## src/rtl/estimador_state_update.sv

```systemverilog
// Observer state-update stage: x_next = sat(A*xhat + B*u + temp2) in Q16.16,
// computed row by row on one shared 32x32 signed multiplier. The new state
// vector is committed in a single cycle once all three rows are finished.
module estimador_state_update #(
  parameter logic [287:0] A_COEFS = {32'h00010000, 32'h00000000, 32'h00000000,
                                     32'h00000000, 32'h00010000, 32'h00000000,
                                     32'h00000000, 32'h00000000, 32'h00010000},
  parameter logic [95:0]  B_COEFS = 96'h0
) (
  input  logic        ap_clk,
  input  logic        ap_rst,
  input  logic        ap_start,
  output logic        ap_done,
  output logic        ap_idle,
  output logic        ap_ready,
  input  logic [31:0] temp2_0,
  input  logic [31:0] temp2_1,
  input  logic [31:0] temp2_2,
  input  logic [31:0] u_in,
  input  logic        init_vld,
  input  logic [31:0] init_0,
  input  logic [31:0] init_1,
  input  logic [31:0] init_2,
  output logic [31:0] xhat_0,
  output logic [31:0] xhat_1,
  output logic [31:0] xhat_2
);

  localparam logic [2:0] S_IDLE   = 3'd0;
  localparam logic [2:0] S_MAC    = 3'd1;
  localparam logic [2:0] S_FIN    = 3'd2;
  localparam logic [2:0] S_COMMIT = 3'd3;
  localparam logic [2:0] S_DONE   = 3'd4;

  localparam logic signed [52:0] R_MAX = 53'sd2147483647;
  localparam logic signed [52:0] R_MIN = -53'sd2147483648;

  logic signed [31:0] a_w [9];
  logic signed [31:0] b_w [3];

  logic [2:0]         state_q, state_d;
  logic [1:0]         row_q, row_d;
  logic [1:0]         term_q, term_d;
  logic signed [67:0] acc_q, acc_d;
  logic [31:0]        nbuf_q [3];
  logic [31:0]        nbuf_d [3];
  logic [31:0]        xhat_q [3];
  logic [31:0]        xhat_d [3];
  logic [31:0]        t2_q [3];
  logic [31:0]        t2_d [3];
  logic [31:0]        u_q, u_d;

  logic [3:0]         a_idx;
  logic signed [31:0] mul_a, mul_b;
  logic signed [63:0] prod;
  logic [31:0]        t2_row;
  logic signed [67:0] fin_t;
  logic signed [52:0] fin_r;
  logic [31:0]        fin_res;
  logic               ready_c;
  logic               unused_low_bits;

  // Unpack the coefficient parameters into word arrays (constants after elaboration)
  for (genvar k = 0; k < 9; k++) begin : g_a_words
    assign a_w[k] = A_COEFS[32*k +: 32];
  end
  for (genvar k = 0; k < 3; k++) begin : g_b_words
    assign b_w[k] = B_COEFS[32*k +: 32];
  end

  // Row-major coefficient index row*3 + term, built from shifts and adds
  assign a_idx = {2'b00, row_q} + {1'b0, row_q, 1'b0} + {2'b00, term_q};

  // Multiplier operand select: state terms 0..2 use A and the old xhat, term 3 uses B and u
  always_comb begin
    mul_a = b_w[row_q];
    mul_b = u_q;
    if (term_q != 2'd3) begin
      mul_a = a_w[a_idx];
      mul_b = xhat_q[term_q];
    end
  end

  assign prod = mul_a * mul_b;

  // Row finish: add the shifted correction term, round half up, saturate to 32 bits
  always_comb begin
    t2_row  = t2_q[row_q];
    fin_t   = acc_q + {{20{t2_row[31]}}, t2_row, 16'h0000};
    fin_r   = {fin_t[67], fin_t[67:16]} + {52'd0, fin_t[15]};
    fin_res = fin_r[31:0];
    if (fin_r > R_MAX) begin
      fin_res = 32'h7FFFFFFF;
    end else if (fin_r < R_MIN) begin
      fin_res = 32'h80000000;
    end
  end

  // Fraction bits below the rounding bit are intentionally discarded
  assign unused_low_bits = ^fin_t[14:0];

  // Row/term sequencing, accumulation and state commit
  always_comb begin
    state_d = state_q;
    row_d   = row_q;
    term_d  = term_q;
    acc_d   = acc_q;
    nbuf_d  = nbuf_q;
    xhat_d  = xhat_q;
    t2_d    = t2_q;
    u_d     = u_q;
    ready_c = 1'b0;
    case (state_q)
      S_IDLE: begin
        if (init_vld) begin
          xhat_d[0] = init_0;
          xhat_d[1] = init_1;
          xhat_d[2] = init_2;
        end else if (ap_start) begin
          ready_c = 1'b1;
          t2_d[0] = temp2_0;
          t2_d[1] = temp2_1;
          t2_d[2] = temp2_2;
          u_d     = u_in;
          acc_d   = '0;
          row_d   = 2'd0;
          term_d  = 2'd0;
          state_d = S_MAC;
        end
      end
      S_MAC: begin
        acc_d  = acc_q + {{4{prod[63]}}, prod};
        term_d = term_q + 2'd1;
        if (term_q == 2'd3) begin
          term_d  = 2'd0;
          state_d = S_FIN;
        end
      end
      S_FIN: begin
        nbuf_d[row_q] = fin_res;
        acc_d         = '0;
        term_d        = 2'd0;
        if (row_q == 2'd2) begin
          state_d = S_COMMIT;
        end else begin
          row_d   = row_q + 2'd1;
          state_d = S_MAC;
        end
      end
      S_COMMIT: begin
        xhat_d  = nbuf_q;
        state_d = S_DONE;
      end
      S_DONE: begin
        state_d = S_IDLE;
      end
      default: begin
        state_d = S_IDLE;
      end
    endcase
  end

  // State registers with synchronous reset that discards any update in flight
  always_ff @(posedge ap_clk) begin
    if (ap_rst) begin
      state_q <= S_IDLE;
      row_q   <= '0;
      term_q  <= '0;
      acc_q   <= '0;
      nbuf_q  <= '{default: '0};
      xhat_q  <= '{default: '0};
      t2_q    <= '{default: '0};
      u_q     <= '0;
    end else begin
      state_q <= state_d;
      row_q   <= row_d;
      term_q  <= term_d;
      acc_q   <= acc_d;
      nbuf_q  <= nbuf_d;
      xhat_q  <= xhat_d;
      t2_q    <= t2_d;
      u_q     <= u_d;
    end
  end

  assign ap_ready = ready_c & ~ap_rst;
  assign ap_done  = (state_q == S_DONE);
  assign ap_idle  = (state_q == S_IDLE);
  assign xhat_0   = xhat_q[0];
  assign xhat_1   = xhat_q[1];
  assign xhat_2   = xhat_q[2];

endmodule

```

## config.mk

```make
export PLATFORM = sky130hd
export DESIGN_NAME = estimador_state_update
export DESIGN_NICKNAME = d
export VERILOG_FILES = /design/src/rtl/estimador_state_update.sv
export SDC_FILE = /design/constraint.sdc
export NUM_CORES = 1
export LEC_CHECK = 0
export BUFFER_PORTS_ARGS = -buffer_cell sky130_fd_sc_hd__buf_2
export CORE_AREA = 8 8 180 268
export CTS_CLUSTER_SIZE = 16
export DETAILED_ROUTE_END_ITERATION = 7
export DIE_AREA = 0 0 188 276
export PLACE_DENSITY = 0.72
export SYNTH_ARGS = -nofsm -noshare
export SYNTH_HDL_FRONTEND = slang
export SYNTH_SLANG_ARGS = --single-unit
```

## constraint.sdc

```tcl
create_clock -name ap_clk -period 9.7 [get_ports ap_clk]
set_input_delay 0.97 -clock ap_clk [delete_from_list [all_inputs] [get_ports ap_clk]]
set_output_delay 0.97 -clock ap_clk [all_outputs]
set_load 0.02 [all_outputs]
```

==> results.toml, run 1 <==
[status]
status = "finished with violations"
failed_checks = "design-rule violations"

[synthesis]
ys_warn_count = 0
synth_seq_cells = 349
synth_flop_cell = "dfxtp_1"
synth_area_per_cell_um2 = 7.91
netlist_area_um2 = 24100
async_flop_share_pct = 0
syn-num-nets = 3467
ys_seq_area_share_pct = 29.0
synth_cell_types = 89
syn_inst = 3049
synth_edf_count = 0

[sta]
timing.final.crit_share_pct = 92.4
clock_skew_ns = 0.0211
max_slew_margin_pct = 20.1
hold_viol_final = 0
fmax_mhz = 112
finalMaxSlewViolations = 0
fin_setup_tns_ns = 0
setup_viol = 0
tightest_slew_ns = 1.20
post-route-min-period_ns = 8.97
rsz0062_at_grt = "no"

[finish]
antenna_cells = 0
final_util_pct = 61.1
final_nets = 3643
syn_to_final_growth_pct = 12.2
stdcell_area_um2 = 27100
final_layout_size_suffix_gt1_share_pct = 13.5

[route]
ant_nets = 0
drtIter0Drc = 1561
drt_wl_total_mm = 75.4
drt_first_pass_iters = 8
wl_per_cell_um = 19.7
drc = 6
avgViaCountPerCell = 6.14
vias = 23519

[clocking]
postCtsSetupRepairBufs = 0
holdBufCountCts = 0
clk_pin_slew_ns = 0.06
cts_tree = "done"
cts_buffers = 36
cts_htree_levels = 2
cts_sinks = 349
clk_latency_ns = 0.55
clock_tree.buffer_depth = 3
cts_root_buf = "clkbuf_16"
cts_resized = 0

[power]
finalPower_uw = 3810
p_per_area_nw_per_um2 = 141
ir_worst_vdd_mv = 0.112
p_leak_uw = 0.0120

[placed_design]
gp_congestion = 0.984
dp_hpwl_mm = 58.5
place_area_um2 = 25900
portBuffers = 295

[floorplanning]
fp.dieH_um = 276
start_util_pct = 54.4
ios = 327
row_count = 95
die_width_um = 188
core-area_um2 = 44300
die-area_um2 = 51900

[critical_path]
r2r-start = "term_q[1]"
timing.reg2reg.setup_slack_ns = 0.73
rr_endpoint = "acc_q[67]"
crit_path_frequent_cell = "ha_1"
crit_path_max_fanout = 17
setup.worst_path.start_class = "register"
crit_cells = 36
slowest_delay_ns = 0.61
cp_slowest_cell = "dfxtp_1"
worstPathRequired_ns = 10.17
ff2ff_path_depth = 36
cp-end-kind = "register"
critical_path_buf_inv_count = 1
endpoint = "acc_q[67]"
crit_type = "reg -> reg"
arrival_ns = 9.43
cp_top_family = "compound AO/OA/AOI/OAI gates"
cp-startpoint = "term_q[1]"

[global_route]
use_met2_pct = 46.6
gr-max-usage-layer = "met2"
antenna_found_initial = 0
grt_util_met1_pct = 33.5
grt_overflow = 0
grt_pass1_wl_mm = 120
grt_max_degree = 101
track_usage_pct = 27.5
use_met3_pct = 4.95
grt_pass1_vias = 23003

[worst_hold_path]
hold_depth = 2
worst_hold_path_type = "reg -> reg"

[flow_run]
drv_cap = 0
## power breakdown
group          total, uW  internal, uW  switching [uW]
registers           1550          1500            50.9
clock network       1390           783             603
logic                870           323             548
total               3810          2600            1200
## placed cells by master (no fill, tap or decap), types with 10 or more instances in the layout
master	instances
nand3_1	57
a21oi_1	256
o211ai_1	76
nor2_1	329
ha_1	186
a22oi_1	40
o21ai_1	12
nor3_1	40
buf_2	294
or2_2	10
a31oi_1	12
nand4_1	26
mux2i_1	169
o21ai_0	139
dfxtp_1	347
clkbuf_16	36
and3_1	25
nand2b_1	17
nand2_1	416
buf_4	38
o21bai_1	21
a2111oi_0	17
nor4_1	11
xor2_1	55
a211oi_1	119
inv_1	33
and4_1	13
a221o_1	34
o31ai_1	11
xnor2_1	91
a311oi_1	10
or3_1	20
and2_1	24
a21o_1	55
nor2b_1	16
o21a_1	22
## cell families after synthesis
family	Yosys count	share of synthesized area [%]
AOI/OAI and AO/OA	916	25.5
xor gates and xnor gates	146	5.30
adders and majority gates	190	9.98
buffers and inverters	229	3.70
DFF	349	29.0
muxes	171	7.11
and+or+nand+nor	1048	19.5
## synthesized netlist by cell type (all sizes together) (13+ instances only)
library cell,number,share of area (%)
o21bai,21,0.65
dfxtp,349,29
a221o,34,1.4
nand2,418,6.5
mux2i,169,7.0
a31oi,14,0.36
nand2b,17,0.44
nor4,15,0.53
o21a,22,0.68
o211ai,76,2.4
ha,186,9.6
buf,35,0.67
o31ai,13,0.43
a21oi,256,5.3
o21ai,153,3.2
a211oi,122,3.9
a2111oi,21,0.92
nor3,41,0.85
xor2,55,2.0
and3,25,0.65
or3,21,0.57
and2,25,0.65
and4,13,0.47
a21o,55,1.7
xnor2,91,3.3
inv,33,0.51
nor2b,17,0.44
a22oi,40,1.2
nand3,57,1.2
clkbuf,160,2.5
nand4,26,0.67
nor2,331,5.2
## state kept, by name, summed over array words and instances, names as in the netlist
register  cells
xhat_0       32
nbuf_q       96
u_q           1
row_q         2
xhat_1       32
t2_q         96
acc_q        53
state_q       3
term_q        2
xhat_2       32
## worst min-delay path by stage
stage,startpoint,endpoint,slack [ns]
after floorplan,t2_q[0],t2_q[0],0.43
after global placement,t2_q[87],t2_q[87],0.44
after detailed placement,t2_q[95],t2_q[95],0.45
after CTS,t2_q[95],t2_q[95],0.45
after global routing,t2_q[59],t2_q[59],0.47
final,t2_q[88],t2_q[88],0.45
## worst register-to-register path: cells and delay by family, from the launching register on
| family | cells | cell delay [ns] |
|---|---|---|
| buffers and inverters | 1 | 0.32 |
| DFF | 1 | 0.61 |
| AOI/OAI and AO/OA | 22 | 4.18 |
| and+or+nand+nor | 4 | 0.84 |
| adders and majority gates | 8 | 2.65 |
| xor gates and xnor gates | 1 | 0.26 |
## metal layers
| layer | up-vias | routed length, um |
|---|---|---|
| met5 | - | 0 |
| met1 | 10977 | 31700 |
| li1 | 11501 | - |
| met3 | 174 | 4810 |
| met2 | 867 | 35800 |
| met4 | 0 | 3180 |
## area by class of cell
type / instances / area, um^2
clock inverters: 14 / 160
inverters: 34 / 128
fillers: 4081 / 17300
clock buffers: 47 / 992
repair buffers: 333 / 1770
multi-input cells: 2471 / 16300
flip-flops and latches: 349 / 6990
well taps: 582 / 728
## stage by stage
| stage | hold WS (ns) | setup WS (ns) | std cells |
|---|---|---|---|
| floorplan | 0.435 | 1.70 | 3049 |
| global placement | 0.441 | 1.05 | 3769 |
| detailed placement | 0.446 | 0.877 | 3769 |
| CTS | 0.454 | 0.781 | 3830 |
| global route | 0.466 | 0.103 | 3830 |
| finish | 0.453 | 0.734 | 3830 |
Power figures use the tool's default switching activity.
==> inputs of run 2 (changes only) <==
- BUFFER_PORTS_ARGS: -buffer_cell sky130_fd_sc_hd__buf_2 -> unset
- DONT_BUFFER_PORTS: unset -> 1
- MAX_ROUTING_LAYER: unset -> met4
- PLACE_DENSITY: 0.72 -> 0.66
==> run 2 against run 1 <==
  * The flow now finishes without violations
  * Register-to-register slack better by 0.22 ns
  * Non-clock buffer count shrank 295
  * First-iteration DRC count down 3.4%
  * Critical path depth fell by 2
  * Hold slack got worse by 0.00073 ns
  * Flip-flop and latch count unchanged
  * Clock skew grew 0.0029 ns
  * Count of clock-buffer cells in the layout unchanged
  * Die area is the same
  * Routed wire length increased by 1.1%
==> results.toml, run 2 (synthesized netlist as in run 1, its figures left out) <==
[status]
status = "completed"

[clocking]
clock_tree.buffer_depth = 3
cts_tree = "done"
postCtsSetupRepairBufs = 0
cts_root_buf = "clkbuf_16"
cts_htree_levels = 2
cts_resized = 0
cts_buffers = 36
cts_sinks = 349
clk_latency_ns = 0.55
holdBufCountCts = 0
clk_pin_slew_ns = 0.06

[critical_path]
worstPathRequired_ns = 10.13
cp_slowest_cell = "o211ai_1"
timing.reg2reg.setup_slack_ns = 0.96
slowest_delay_ns = 0.48
crit_type = "reg -> reg"
arrival_ns = 9.17
cp-end-kind = "register"
crit_path_max_fanout = 26
setup.worst_path.start_class = "register"
crit_path_frequent_cell = "ha_1"

[global_route]
grt_pass1_vias = 21400
grt_max_degree = 259
antenna_found_initial = 0
grt_pass1_wl_mm = 119
grt_overflow = 0
track_usage_pct = 28.6

[floorplanning]
start_util_pct = 54.4
die-area_um2 = 51900
fp.dieH_um = 276
core-area_um2 = 44300
ios = 327
die_width_um = 188
row_count = 95

[power]
seq_power_share_pct = 43.0
p_sw_uw = 1170
clkPwrFrac_pct = 37.1
swShare_pct = 31.5
p_leak_uw = 0.0108
p_int_uw = 2550
p_comb_share_pct = 19.9
p_per_area_nw_per_um2 = 145
ir_worst_vdd_mv = 0.126

[sta]
layout_setup_ws_ns = 0.956
clock_skew_ns = 0.0240
tightest_slew_ns = 1.12
hold_viol_final = 0
max_slew_margin_pct = 25.0
fmax_mhz = 114
fin_setup_tns_ns = 0
rsz0062_at_grt = "no"
timing.final.crit_share_pct = 90.1
finalMaxSlewViolations = 0
setup_viol = 0
post-route-min-period_ns = 8.74

[placed_design]
preCtsSetupSlack_ns = 1.19
dp_hpwl_mm = 58.6
portBuffers = 0
gp_congestion = 0.979

[finish]
top_regs = "nbuf_q: 96 flops, t2_q: 96 flops, acc_q: 53 flops"
multi_input_area_um2 = 16300
nFillCells = 4118
seq_area_um2 = 6990
final_nets = 3348
antenna_cells = 0
layout_commonest_cell = "nand2_1"
layout_common_cells = "nand2_1, dfxtp_1, nor2_1"
syn_to_final_growth_pct = 6.04
final_layout_size_suffix_gt1_share_pct = 4.87

[worst_hold_path]
worst_hold_path_type = "reg -> reg"

[route]
vias = 22487
drc = 0
ant_nets = 0
drtIter0Drc = 1508
drt_first_pass_iters = 5
avgViaCountPerCell = 6.36
wl_per_cell_um = 21.6
drt_wl_total_mm = 76.3

[flow_run]
drv_cap = 0
-- run 2: cell count changes in the layout (fill, tap and decap cells not counted) --
cell | previous run | this run
buf_2 | 294 | 0
clkbuf_1 | 6 | 7
clkbuf_8 | 6 | 4
clkinv_2 | 6 | 5
clkinv_4 | 0 | 2
clkinvlp_4 | 1 | 3
inv_16 | 1 | 0
inv_6 | 3 | 2
o21ai_1 | 12 | 11
o21ai_2 | 2 | 3
-- run 2: worst paths after layout --
| kind | endpoint | cells past startpoint | startpoint |
|---|---|---|---|
| setup / recovery | acc_q[66] | 34 | term_q[1] |
| hold / removal | t2_q[41] | 2 | t2_q[41] |
| setup reg to reg | acc_q[66] | 34 | term_q[1] |
| hold reg to reg | t2_q[41] | 2 | t2_q[41] |
-- run 2: routing by layer --
| layer | part of all wire, % | vias up | wire [um] | global-route usage (%) |
|---|---|---|---|---|
| li1 | - | 10898 | - | - |
| met1 | 42 | 10648 | 32100 | 34.7 |
| met2 | 48 | 790 | 36900 | 47.9 |
| met3 | 5.7 | 151 | 4370 | 3.97 |
| met4 | 3.8 | 0 | 2910 | 10.3 |
| met5 | 0 | - | 0 | - |
-- run 2: cell type report --
class	instances	area share (%)
clock inverter	15	0.621
clock buffer	47	3.84
timing repair buffer	38	1.12
sequential	349	27.3
multi-input combinational	2471	63.7
inverter	34	0.499
tap	582	2.85
-- run 2: stage by stage --
step                cell area (um^2)  total power (uW)  instances  utilization [%]  hold slack (ns)
finish                         25600              3720       3536             57.7            0.452
global route                   25600              3890       3536             57.7            0.466
CTS                            25600              3740       3536             57.7            0.454
detailed placement             24400              2370       3474             55.1            0.446
global placement               24400              2340       3474             55.1            0.443
floorplan                      24100              2170       3049                -            0.435
-- run 2: power groups by stage --
stage / Clock (uW) / Sequential [uW] / Combinational, uW
floorplan: 0 / 1610 / 566
finish: 1380 / 1600 / 740
global placement: 0 / 1630 / 717
CTS: 1400 / 1600 / 736
detailed placement: 0 / 1630 / 734
global route: 1460 / 1610 / 822
-- run 2: critical path: cells and delay by family, from the launching register on --
kind / cells / cell delay, ns
DFF: 1 / 0.42
and+or+nand+nor: 3 / 0.59
xor gates and xnor gates: 3 / 0.39
buffers and inverters: 5 / 1.27
muxes: 1 / 0.18
adders and majority gates: 6 / 1.76
AOI/OAI and AO/OA: 16 / 4.01
==> inputs of run 3 (changes only) <==
- REMOVE_ABC_BUFFERS: unset -> 1
==> run 3 against run 2 <==
  * Non-clock buffer count is 4 lower
  * Critical endpoint unchanged
  * Final cell count is 0.23% lower
  * Highest routed layer unchanged
  * Critical path depth increased by 1
  * Sequential share of layout area up 0.076 points
==> results.toml, run 3 (synthesized netlist as in run 1, its figures left out) <==
[finish]
multi_input_area_um2 = 16300
layout_commonest_cell = "nand2_1"
nFillCells = 4108
final_nets = 3344
final_util_pct = 57.5
syn_to_final_growth_pct = 5.74
seq_area_um2 = 6990
top_regs = "nbuf_q: 96 flops, t2_q: 96 flops, acc_q: 53 flops"
final_layout_size_suffix_gt1_share_pct = 4.72
layout_common_cells = "nand2_1, dfxtp_1, nor2_1"

[status]
status = "completed"

[sta]
fmax_mhz = 113
hold_ws_ns = 0.449
rsz0062_at_grt = "no"
hold_viol_final = 0
setup_viol = 0
timing.final.crit_share_pct = 91.3
tightest_slew_ns = 1.19
clock_skew_ns = 0.0212
finalMaxSlewViolations = 0
fin_setup_tns_ns = 0
max_slew_margin_pct = 21.0
post-route-min-period_ns = 8.85

[clocking]
postCtsSetupRepairBufs = 0
clk_latency_ns = 0.55
cts_htree_levels = 2
cts_resized = 0
holdBufCountCts = 0
clk_pin_slew_ns = 0.06
cts_buffers = 36
clock_tree.buffer_depth = 3
cts_tree = "done"
cts_root_buf = "clkbuf_16"
cts_sinks = 349

[route]
ant_nets = 0
vias = 22338
drc = 0
wl_per_cell_um = 21.3
avgViaCountPerCell = 6.33
drt_first_pass_iters = 6
drt_wl_total_mm = 75.2
drtIter0Drc = 1660

[power]
finalPower_uw = 3670
p_leak_uw = 0.0107
p_per_area_nw_per_um2 = 144
ir_worst_vdd_mv = 0.153

[critical_path]
cp-end-kind = "register"
cp_slowest_cell = "o311ai_0"
worstPathRequired_ns = 10.14
crit_cells = 35
cp_top_family = "compound AO/OA/AOI/OAI gates"
crit_path_max_fanout = 35
crit_path_frequent_cell = "ha_1"
slowest_delay_ns = 0.68
ff2ff_path_depth = 35
crit_type = "reg -> reg"
critical_path_buf_inv_count = 4
arrival_ns = 9.30
setup.worst_path.start_class = "register"

[global_route]
use_met2_pct = 48.2
grt_pass1_vias = 21250
grt_pass1_wl_mm = 118
grt_max_degree = 259
use_met3_pct = 3.41
grt_util_met1_pct = 33.7
gr-max-usage-layer = "met2"
antenna_found_initial = 2
track_usage_pct = 28.2
grt_overflow = 0

[floorplanning]
start_util_pct = 54.4
ios = 327
die-area_um2 = 51900
die_width_um = 188
fp.dieH_um = 276
row_count = 95
core-area_um2 = 44300

[worst_hold_path]
worst_hold_path_type = "reg -> reg"
hold_depth = 2

[placed_design]
dp_hpwl_mm = 56.9
gp_congestion = 0.984
portBuffers = 0

[flow_run]
drv_cap = 0
[run 3: cell types whose count changed in the layout (fill, tap and decap cells not counted), sizes merged]
cell and change:
bufinv -2, diode +2, clkbuf -2, buf -4
clkinvlp +2, clkinv -4
[run 3: area by class of cell]
| class | count | area share [%] |
|---|---|---|
| multi-input cells | 2471 | 63.9 |
| flip-flops and latches | 349 | 27.4 |
| clock buffers | 45 | 3.94 |
| well taps | 582 | 2.86 |
| repair buffers | 34 | 1.00 |
| inverters | 34 | 0.500 |
| clock inverters | 11 | 0.353 |
| diodes | 2 | 0.0196 |
[run 3: path summary, 6_finish.rpt]
path	start	end	slack (ns)
min	t2_q[45]	t2_q[45]	0.45
max reg2reg	term_q[1]	acc_q[66]	0.85
min reg2reg	t2_q[45]	t2_q[45]	0.45
max	term_q[1]	acc_q[66]	0.85
[run 3: metrics by stage]
step	setup slack, ns	cell area, um^2	instances
after global placement	0.977	24400	3470
final	0.846	25500	3528
after global routing	0.156	25500	3528
after floorplan	-0.419	23400	2854
after CTS	0.885	25500	3526
after detailed placement	0.925	24400	3470
[run 3: metal layers]
metal  routed length, um  share of wire (%)
met3                4070                5.4
met2               37400                 50
met1               31300                 42
met4                2440                3.3
met5                   0                  0
[run 3: where the power goes]
part	switching, uW	internal [uW]
registers	97.8	1500
logic	468	272
clock network	599	734
[run 3: worst register-to-register path: cells and delay by family, from the launching register on]
kind	cells	cell delay, ns
compound gates	16	3.60
simple gates	4	0.67
mux	1	0.24
fa+ha+maj	6	2.14
buf+inv	4	1.24
xor+xnor	4	0.53
flops	1	0.34
